`src/rtl/cpu_pkg.sv`:
```
`default_nettype none
// ============================================================================
// Module      : cpu_pkg
// Description : Shared definitions for the data-memory path of the CPU.
//               Holds the RV32I load/store width codes, the load/store unit
//               state encoding and the data-path geometry constants.
// Revision    : 1.0 - initial release
// ============================================================================
package cpu_pkg;

    localparam int XLEN      = 32;
    localparam int BYTE_SIZE = 8;
    localparam int MEM_STEPS = XLEN / BYTE_SIZE;

    // RV32I funct3 width/sign codes for loads and stores
    typedef enum logic [2:0] {
        MW_B  = 3'b000,
        MW_H  = 3'b001,
        MW_W  = 3'b010,
        MW_BU = 3'b100,
        MW_HU = 3'b101
    } mem_width_e;

    typedef enum logic [1:0] {
        IDLE   = 2'd0,
        ACCESS = 2'd1,
        RESP   = 2'd2
    } lsu_state_e;

endpackage : cpu_pkg
`default_nettype wire

```
`src/rtl/load_align.sv`:
```
`default_nettype none
// ============================================================================
// Module      : load_align
// Description : Combinational load aligner. Moves the addressed byte/halfword
//               of a memory word down to bit 0 and sign- or zero-extends it.
// Ports       : mem_rdata_i  - raw word returned by memory
//               addr_lo_i    - byte offset within the word (addr[1:0])
//               funct3_i     - RV32I width/sign code
//               result_o     - extended XLEN load result (0 for illegal codes)
// Revision    : 1.0 - initial release
// ============================================================================
module load_align
    import cpu_pkg::*;
(
    input  logic [XLEN-1:0] mem_rdata_i,
    input  logic [1:0]      addr_lo_i,
    input  logic [2:0]      funct3_i,
    output logic [XLEN-1:0] result_o
);

    logic [XLEN-1:0] w_shifted;

    always_comb begin
        // byte offset times eight gives the bit shift
        w_shifted = mem_rdata_i >> {addr_lo_i, 3'b000};
        result_o  = '0;
        case (mem_width_e'(funct3_i))
            MW_B:    result_o = {{(XLEN-BYTE_SIZE){w_shifted[BYTE_SIZE-1]}},
                                 w_shifted[BYTE_SIZE-1:0]};
            MW_BU:   result_o = {{(XLEN-BYTE_SIZE){1'b0}},
                                 w_shifted[BYTE_SIZE-1:0]};
            MW_H:    result_o = {{(XLEN-2*BYTE_SIZE){w_shifted[2*BYTE_SIZE-1]}},
                                 w_shifted[2*BYTE_SIZE-1:0]};
            MW_HU:   result_o = {{(XLEN-2*BYTE_SIZE){1'b0}},
                                 w_shifted[2*BYTE_SIZE-1:0]};
            MW_W:    result_o = w_shifted;
            default: result_o = '0;
        endcase
    end

endmodule : load_align
`default_nettype wire

```
`src/rtl/load_store_unit.sv`:
```
`default_nettype none
// ============================================================================
// Module      : load_store_unit
// Description : Initiator side of the data memory port. Accepts one RV32I
//               load/store from the pipeline, issues a word-aligned memory
//               request with byte enables, waits for mem_ready and returns a
//               one-cycle response with aligned/extended load data.
// Ports       : clk, rst              - clock, async active-high reset
//               req_*                 - pipeline request (valid/ready)
//               mem_*                 - data memory request/handshake
//               resp_*                - one-cycle writeback response
// Revision    : 1.0 - initial release
// ============================================================================
module load_store_unit
    import cpu_pkg::*;
(
    input  logic                 clk,
    input  logic                 rst,

    input  logic                 req_valid,
    output logic                 req_ready,
    input  logic                 req_write,
    input  logic [2:0]           req_funct3,
    input  logic [XLEN-1:0]      req_addr,
    input  logic [XLEN-1:0]      req_wdata,
    input  logic [4:0]           req_rd,

    output logic                 mem_req,
    output logic                 mem_we,
    output logic [XLEN-1:0]      mem_addr,
    output logic [MEM_STEPS-1:0] mem_be,
    output logic [XLEN-1:0]      mem_wdata,
    input  logic                 mem_ready,
    input  logic [XLEN-1:0]      mem_rdata,

    output logic                 resp_valid,
    output logic [XLEN-1:0]      resp_data,
    output logic [4:0]           resp_rd,
    output logic                 resp_misaligned,
    output logic                 resp_illegal
);

    lsu_state_e           state_q;
    logic                 write_q;
    logic [2:0]           funct3_q;
    logic [1:0]           addr_lo_q;
    logic [4:0]           rd_q;

    logic                 req_ready_q;
    logic                 mem_req_q;
    logic                 mem_we_q;
    logic [XLEN-1:0]      mem_addr_q;
    logic [MEM_STEPS-1:0] mem_be_q;
    logic [XLEN-1:0]      mem_wdata_q;
    logic                 resp_valid_q;
    logic [XLEN-1:0]      resp_data_q;
    logic [4:0]           resp_rd_q;
    logic                 resp_misaligned_q;
    logic                 resp_illegal_q;

    logic                 illegal_d;
    logic                 misaligned_d;
    logic [MEM_STEPS-1:0] be_d;
    logic [XLEN-1:0]      wdata_d;
    logic [XLEN-1:0]      load_data_d;

    // Decode of the incoming request: fault detection and store lanes
    always_comb begin
        illegal_d    = (req_funct3 == 3'b011) || (req_funct3 == 3'b110) ||
                       (req_funct3 == 3'b111);
        misaligned_d = 1'b0;
        be_d         = '0;
        wdata_d      = '0;
        case (req_funct3[1:0])
            2'b00: begin
                be_d    = 4'b0001 << req_addr[1:0];
                wdata_d = {MEM_STEPS{req_wdata[BYTE_SIZE-1:0]}};
            end
            2'b01: begin
                misaligned_d = req_addr[0];
                be_d         = 4'b0011 << req_addr[1:0];
                wdata_d      = {(MEM_STEPS/2){req_wdata[2*BYTE_SIZE-1:0]}};
            end
            2'b10: begin
                misaligned_d = (req_addr[1:0] != 2'b00);
                be_d         = '1;
                wdata_d      = req_wdata;
            end
            default: ;
        endcase
    end

    load_align u_load_align (
        .mem_rdata_i (mem_rdata),
        .addr_lo_i   (addr_lo_q),
        .funct3_i    (funct3_q),
        .result_o    (load_data_d)
    );

    // All outputs are registered; the async reset clears them directly, so
    // an abandoned ACCESS drops mem_req without waiting for a clock edge.
    always_ff @(posedge clk or posedge rst) begin
        if (rst) begin
            state_q           <= IDLE;
            write_q           <= 1'b0;
            funct3_q          <= 3'b000;
            addr_lo_q         <= 2'b00;
            rd_q              <= 5'd0;
            req_ready_q       <= 1'b1;
            mem_req_q         <= 1'b0;
            mem_we_q          <= 1'b0;
            mem_addr_q        <= '0;
            mem_be_q          <= '0;
            mem_wdata_q       <= '0;
            resp_valid_q      <= 1'b0;
            resp_data_q       <= '0;
            resp_rd_q         <= 5'd0;
            resp_misaligned_q <= 1'b0;
            resp_illegal_q    <= 1'b0;
        end else begin
            case (state_q)
                IDLE: begin
                    if (req_valid) begin
                        write_q     <= req_write;
                        funct3_q    <= req_funct3;
                        addr_lo_q   <= req_addr[1:0];
                        rd_q        <= req_rd;
                        req_ready_q <= 1'b0;
                        if (illegal_d || misaligned_d) begin
                            state_q           <= RESP;
                            resp_valid_q      <= 1'b1;
                            resp_data_q       <= '0;
                            resp_rd_q         <= req_rd;
                            // illegal wins over misaligned
                            resp_misaligned_q <= misaligned_d && !illegal_d;
                            resp_illegal_q    <= illegal_d;
                        end else begin
                            state_q     <= ACCESS;
                            mem_req_q   <= 1'b1;
                            mem_we_q    <= req_write;
                            mem_addr_q  <= {req_addr[XLEN-1:2], 2'b00};
                            mem_be_q    <= req_write ? be_d : '0;
                            mem_wdata_q <= req_write ? wdata_d : '0;
                        end
                    end
                end
                ACCESS: begin
                    if (mem_ready) begin
                        state_q      <= RESP;
                        mem_req_q    <= 1'b0;
                        mem_we_q     <= 1'b0;
                        mem_addr_q   <= '0;
                        mem_be_q     <= '0;
                        mem_wdata_q  <= '0;
                        resp_valid_q <= 1'b1;
                        resp_data_q  <= write_q ? '0 : load_data_d;
                        resp_rd_q    <= rd_q;
                    end
                end
                RESP: begin
                    state_q           <= IDLE;
                    req_ready_q       <= 1'b1;
                    resp_valid_q      <= 1'b0;
                    resp_data_q       <= '0;
                    resp_rd_q         <= 5'd0;
                    resp_misaligned_q <= 1'b0;
                    resp_illegal_q    <= 1'b0;
                end
                default: begin
                    state_q     <= IDLE;
                    req_ready_q <= 1'b1;
                end
            endcase
        end
    end

    assign req_ready       = req_ready_q;
    assign mem_req         = mem_req_q;
    assign mem_we          = mem_we_q;
    assign mem_addr        = mem_addr_q;
    assign mem_be          = mem_be_q;
    assign mem_wdata       = mem_wdata_q;
    assign resp_valid      = resp_valid_q;
    assign resp_data       = resp_data_q;
    assign resp_rd         = resp_rd_q;
    assign resp_misaligned = resp_misaligned_q;
    assign resp_illegal    = resp_illegal_q;

endmodule : load_store_unit
`default_nettype wire

```
`config.mk`:
```
export PLATFORM = sky130hd
export DESIGN_NAME = load_store_unit
export DESIGN_NICKNAME = d
export VERILOG_FILES = /design/src/rtl/cpu_pkg.sv /design/src/rtl/load_align.sv /design/src/rtl/load_store_unit.sv
export SDC_FILE = /design/constraint.sdc
export NUM_CORES = 1
export LEC_CHECK = 0
export ABC_AREA = 1
export CORE_ASPECT_RATIO = 1.2
export CORE_UTILIZATION = 45
export CTS_CLUSTER_SIZE = 16
export DETAILED_ROUTE_END_ITERATION = 12
export DONT_BUFFER_PORTS = 1
export PLACE_DENSITY = 0.72
export SYNTH_ARGS = -nofsm -noshare
export SYNTH_HDL_FRONTEND = slang
export SYNTH_SLANG_ARGS = --single-unit
```
`constraint.sdc`:
```
create_clock -name clk -period 9.6 [get_ports clk]
set_input_delay 2.4 -clock clk [delete_from_list [all_inputs] [get_ports clk]]
set_output_delay 2.4 -clock clk [all_outputs]
set_load 0.02 [all_outputs]
```
After elaboration in Yosys (flattened, before gate mapping)
Cells that the tools add are included.
- logic and storage cells: 102
- output and inout port bits: 111
- bits of input ports: 109
- bits in registers: 124
- multiplexer cells: 49
- reduce and logical (&&, ||, !) cells: 18
- bitwise logic cells: 1
- eq/ne operators: 15
- shift operators: 3
- operator list (kind ; count):
    $mux 32 ; 10
    $pmux 32 s3 ; 2
    $pmux 32 s5 ; 1
    $pmux 32 s2 ; 2
    $shr 32x5->32 ; 1
    $mux 4 ; 4
    $mux 5 ; 3
    $pmux 5 s3 ; 1
    $mux 1 ; 13
    $eq 3x3->1 const B ; 4
    $pmux 1 s2 ; 6
    $pmux 4 s3 ; 1
    $ne 2x2->1 const B ; 4
    $pmux 4 s2 ; 1
    $reduce_and 4->1 ; 2
    $eq 3x2->1 const B ; 2
    $mux 2 ; 3
    $reduce_and 2->1 ; 3
    $reduce_bool 2->1 ; 3
    $eq 2x1->1 const B ; 2
    $eq 2x2->1 const B ; 2
    $logic_not 2->1 ; 2
    $pmux 2 s2 ; 1
    $shl 1x2->4 const A ; 1
    other kinds (10) ; 12

Depth between registers and ports, before layout
- depth after elaboration: 8
- mapped depth: 13
- gate-level depth less buffers: 10

By module
From an unflattened synthesis, not the netlist that was laid out.
- cells, all modules: 1061
- area, all modules: 7272.0 µm²
- modules (own cells, without submodules) (module ; times used ; cells an instance ; sequential area each (µm²) ; area an instance (µm²)):
    load_store_unit ; 1 ; 867 ; 3054.2 ; 6353.6
    load_align ; 1 ; 194 ; 0.0 ; 918.4

Worst setup path after synthesis
No wires, ideal clock.
- kind: in2reg
- start: in req_funct3[1]
- end: reg mem_addr_q[2] (netlist: mem_addr[2])
- required time: 9483 ps
- setup time: 117 ps
- stages on the path: 13
- data arrival time: 3624 ps
- path buffers: 3
- path slack: 5859 ps
- path through: inv_1 > ha_1 > buf_6 > nand2_1 > nand2_1 > nand2_2 > nand3_4 > o21ai_2 > nand2_2 > buf_6 > buf_6 > nand2_1 > nand2_1
- longest elaborated chain between the ends: 6
- elaborated cells between the ends (all ways): 11
- classes of those cells: eq/ne (6); mux (1); reduce/logical (4)
- ends and longest elaborated chain (item ; RTL line ; source):
    start: declaration ; load_store_unit.sv:23 ; input logic [2:0] req_funct3,
    $eq 3x2->1 or $eq 3x3->1 (tied branches) ; load_store_unit.sv:69 ; illegal_d = (req_funct3 == 3'b011) || (req_funct3 == 3'b110) ||
    $logic_or 1x1->1 (2 in a row) ; load_store_unit.sv:69 ;
    $logic_or 1x1->1 (*) ; load_store_unit.sv:129 ; if (illegal_d || misaligned_d) begin
    $ne 2x2->1 (no source line) (*) ; n/a ;
    $reduce_and 4->1 (no source line) (*) ; n/a ;
    end signal: assignment ; load_store_unit.sv:141 ; mem_addr_q <= {req_addr[XLEN-1:2], 2'b00};
    end: declaration ; load_store_unit.sv:52 ; logic [XLEN-1:0] mem_addr_q;
Mark *: on every way between the ends. The rest lies on a longest branch, timed or not.
A chain may end at the register's enable or synchronous reset.

Worst setup path after layout
- start: in req_funct3[0]
- end: reg mem_wdata_q[0] (netlist: mem_wdata[0])
- longest elaborated chain between the ends: 6
- elaborated cells between the ends (all ways): 17
- classes of those cells: eq/ne (6); mux (6); reduce/logical (5)
- ends and longest elaborated chain (item ; RTL line ; source):
    $eq 2x2->1, or another cell as far along ; load_store_unit.sv:74 ; case (req_funct3[1:0])
    $pmux 32 s3 or $logic_or 1x1->1 (tied branches) ; load_store_unit.sv:74, load_store_unit.sv:69 ;
    $mux 32 or $logic_or 1x1->1 (tied branches) ; load_store_unit.sv:143, load_store_unit.sv:69 ;
    $mux 32 or $logic_or 1x1->1 (tied branches) ; load_store_unit.sv:129 ;
    $mux 32 or $ne 2x2->1 (tied branches) ; n/a ;
    $pmux 32 s2 or $reduce_and 4->1 (tied branches) ; n/a ;
    end signal: assignment ; load_store_unit.sv:143 ; mem_wdata_q <= req_write ? wdata_d : '0;
    end: declaration ; load_store_unit.sv:54 ; logic [XLEN-1:0] mem_wdata_q;
Parallel ways exist; a longest one is shown, timed or not. The select of a mux whose other input is x is not followed.

==> flow_summary_export.csv <==
group,metric,value,unit
global_route,busiest_layer,"met2",
clock_tree,ctsResizeCount,0,
drt,drcViolationCount,15,
placement,placed_cell_area,6395,µm²
global_route,grt_pass1_vias,5257,
final_layout,fillers,1407,
clock_tree,insertion_delay,410,ps
critical_path,cp-startpoint,"req_funct3[0]",
placement,dp_worst_setup_slack,4467,ps
critical_path,crit_chain,"inv_1 > ha_1 > inv_1 > nand2_1 > nand2_2 > nand3_4 > o21ai_2 > buf_4 > nand2_2 > buf_4 > nand2_1 > nand2_1",
placement,place.port_buffers,0,
final_layout,final_cell_mix,"nand2_1 (321), nand3_1 (155), dfrtp_1 (121)",
final_layout,antenna_cells,0,
timing,fmax,211.3,MHz
critical_path,required,9950,ps
die,dieArea,14880,µm²
logic_synthesis,synth_largest_area_cell,"dfrtp_1",
logic_synthesis,muxShareOfSynthArea,0,%
clock_tree,htreeDepth,4,
timing,min_period,4733,ps
worst_hold_path,hold_class,"reg -> reg",
timing,hold_slack,485.6,ps
final_layout,fin_area,6984,µm²
critical_path,critPathCaptureType,"register",
critical_path,rr_endpoint,"resp_data[27]$_DFFE_PP0P_",
die,io_pins,220,
timing,slew_headroom,36.17,%
timing,fin_ws,4867,ps
status,violations,"DRC",
drt,drtAntennaViolNets,0,
die,start_util,46.49,%
logic_synthesis,synth.yosys.seq_area_share,47.14,%
die,die_w,111.5,µm
global_route,grt_max_degree,68,
critical_path,worstSetupPathType,"in -> reg",
final_layout,layout.nets,963,
logic_synthesis,synthCells,881,
timing,rsz0062_at_grt,"false",
logic_synthesis,syn_area_per_cell,7.354,µm²
drt,dr.pass1.iters,9,
critical_path,worst_ep_arrival_time,5080,ps
global_route,use_met3,7.962,%
global_route,use_met1,27.99,%
power_and_ir_drop,power.density,350.6,nW/µm²
placement,globalplace.congestion,0.8658,
power_and_ir_drop,vdd_drop_max,0.0001916,V
critical_path,critical_path.slowest_cell,"ha_1",
clock_tree,cts_buffers,17,
critical_path,cp-endpoint,"mem_wdata[0]$_DFFE_PP0P_",
clock_tree,clock_sinks,122,
critical_path,worstSetupPathDepth,12,
clock_tree,cts_tree,"built",
power_and_ir_drop,power,2.449,mW
logic_synthesis,synth_compound_area_share,6.624,%
timing,tns,0,ps
logic_synthesis,synth_xor_xnor_area_share,0,%
logic_synthesis,yosys.area.top_type_share,46.74,%
clock_tree,cts-root-buf,"clkbuf_16",
clock_tree,clk_pin_slew,50,ps
status,outcome,"finished, violations left",
timing,setup_violations,0,
timing,period_share,49.30,%
critical_path,rrSetupSlack,6660,ps
clock_tree,clockBufferDepth,2,
timing,timing.final.hold_violations,0,
die,dieHeight,133.4,µm
timing,drv_slew,0,
critical_path,cp_num_buf_inv,4,
global_route,use_met2,36.91,%
die,core.rowCount,47,
logic_synthesis,synth.distinct_cells,25,
critical_path,critPathTopFamily,"buffers and inverters",
drt,vias_per_cell,5.401,
critical_path,worst_path_most_repeated_cell,"nand2_1",
final_layout,final_common_cell,"nand2_1",
run,cap_violations,0,
global_route,grt_first_pass_wirelength,26.83,mm
placement,dp_hpwl,11.47,mm
logic_synthesis,synthTopCellsByArea,"dfrtp_1 (47%), nand2_1 (19%), nand3_1 (12%)",
die,core-area,13940,µm²
critical_path,critPathMaxFanout,54,
power_and_ir_drop,power.leakage,3.597,nW
critical_path,r2r.worst_path.cells,8,
final_layout,area_growth,7.802,%
timing,clock_skew,10.32,ps
global_route,grt_use_total,22.80,%
final_layout,drive_gt1_share,7.451,%
drt,wl_per_cell,16.20,µm
logic_synthesis,yosys.area_share.adder,1.545,%
logic_synthesis,synth.cell_area,6479,µm²
drt,routed_wl,16.69,mm
critical_path,critPathLaunchType,"primary input",
global_route,antenna_found_initial,0,
logic_synthesis,yosys.area_share.simple,37.00,%
global_route,grt_overflow_total,0,
critical_path,max_stage_delay,790,ps
logic_synthesis,synth_top_family_by_area,"simple AND/OR/NAND/NOR gates",
clock_tree,post_cts_buffers,0,
timing,worstMarginPinSlew,956.4,ps
drt,via_count,5563,
logic_synthesis,ys_seq_elements,122,
critical_path,r2r-start,"state_q[1]$_DFFE_PP0P_",
drt,initialDrtViolationCount,439,
logic_synthesis,ys_warn_count,0,
clock_tree,ctsHoldBuffers,0,
flip-flops by register name, indices dropped and copies added (netlist names), 2 cells and up:
name	cells
resp_rd	5
funct3_q	3
mem_wdata	32
addr_lo_q	2
mem_addr	30
rd_q	5
state_q	2
mem_be	4
resp_data	32
cell usage after synthesis:
library cell  instances
nand3_1             155
clkbuf_1             18
buf_1                 4
nand2_1             321
a21oi_1               7
o21a_1                2
o21ai_1               7
nor2_1               76
or2_2                10
ha_1                  8
inv_1                35
dfstp_2               1
buf_4                12
a21oi_4               1
o21ai_2               2
nand3_4               1
buf_2                20
nand4_1               1
conb_1                1
o21ai_0              62
buf_6                 7
nand3_2               2
nand2_2               4
inv_2                 3
dfrtp_1             121
cell type report:
type / instances / area, µm² / area share, %
flip-flops and latches: 122 / 3054 / 43.73
well taps: 171 / 214.0 / 3.063
repair buffers: 6 / 45.04 / 0.6449
inverters: 38 / 145.1 / 2.078
multi-input cells: 661 / 2937 / 42.05
clock inverters: 14 / 150.1 / 2.150
clock buffers: 18 / 439.2 / 6.288
worst min path at each step:
stage	startpoint	endpoint	slack [ps]	cells after the start
global route	write_q$_DFFE_PP0P_	write_q$_DFFE_PP0P_	510	2
global placement	rd_q[3]$_DFFE_PP0P_	rd_q[3]$_DFFE_PP0P_	470	2
CTS	write_q$_DFFE_PP0P_	write_q$_DFFE_PP0P_	490	2
floorplan	rd_q[0]$_DFFE_PP0P_	rd_q[0]$_DFFE_PP0P_	450	2
finish	rd_q[0]$_DFFE_PP0P_	rd_q[0]$_DFFE_PP0P_	490	2
detailed placement	write_q$_DFFE_PP0P_	write_q$_DFFE_PP0P_	470	2
worst reg2reg max path: stages (launching register included):
cell,delay [ps]
dfrtp_1,390
inv_1,80
ha_1,310
nand2_2,140
o21ai_2,110
inv_2,510
nand3_2,850
nand2_1,300
o21ai_0,120
logic make-up after synthesis:
logic type,count (synthesis)
AND/OR/NAND/NOR,570
flip-flops,122
buffers and inverters,99
AO/OA/AOI/OAI,81
adder cells (fa/ha/maj),8
other,1
where the power goes:
group          total (mW)  switching (mW)  internal [mW]
Combinational       0.735           0.520          0.214
Clock               0.628           0.239          0.389
Sequential           1.09           0.377          0.710
Total                2.45            1.14           1.31
routing by layer:
| layer | up-vias | wire length [µm] |
|---|---|---|
| met5 | - | 0 |
| met4 | 0 | 333 |
| met3 | 32 | 1498 |
| met2 | 194 | 8018 |
| met1 | 2587 | 6835 |
| li1 | 2750 | - |
metrics by stage:
| step | std cells | utilization (%) |
|---|---|---|
| finish | 1030 | 50.11 |
| global route | 1030 | 50.11 |
| CTS | 1030 | 50.11 |
| detailed placement | 998 | 45.88 |
| global placement | 998 | 45.88 |
| floorplan | 882 | - |
No activity file was read; power rests on OpenSTA's default activity.
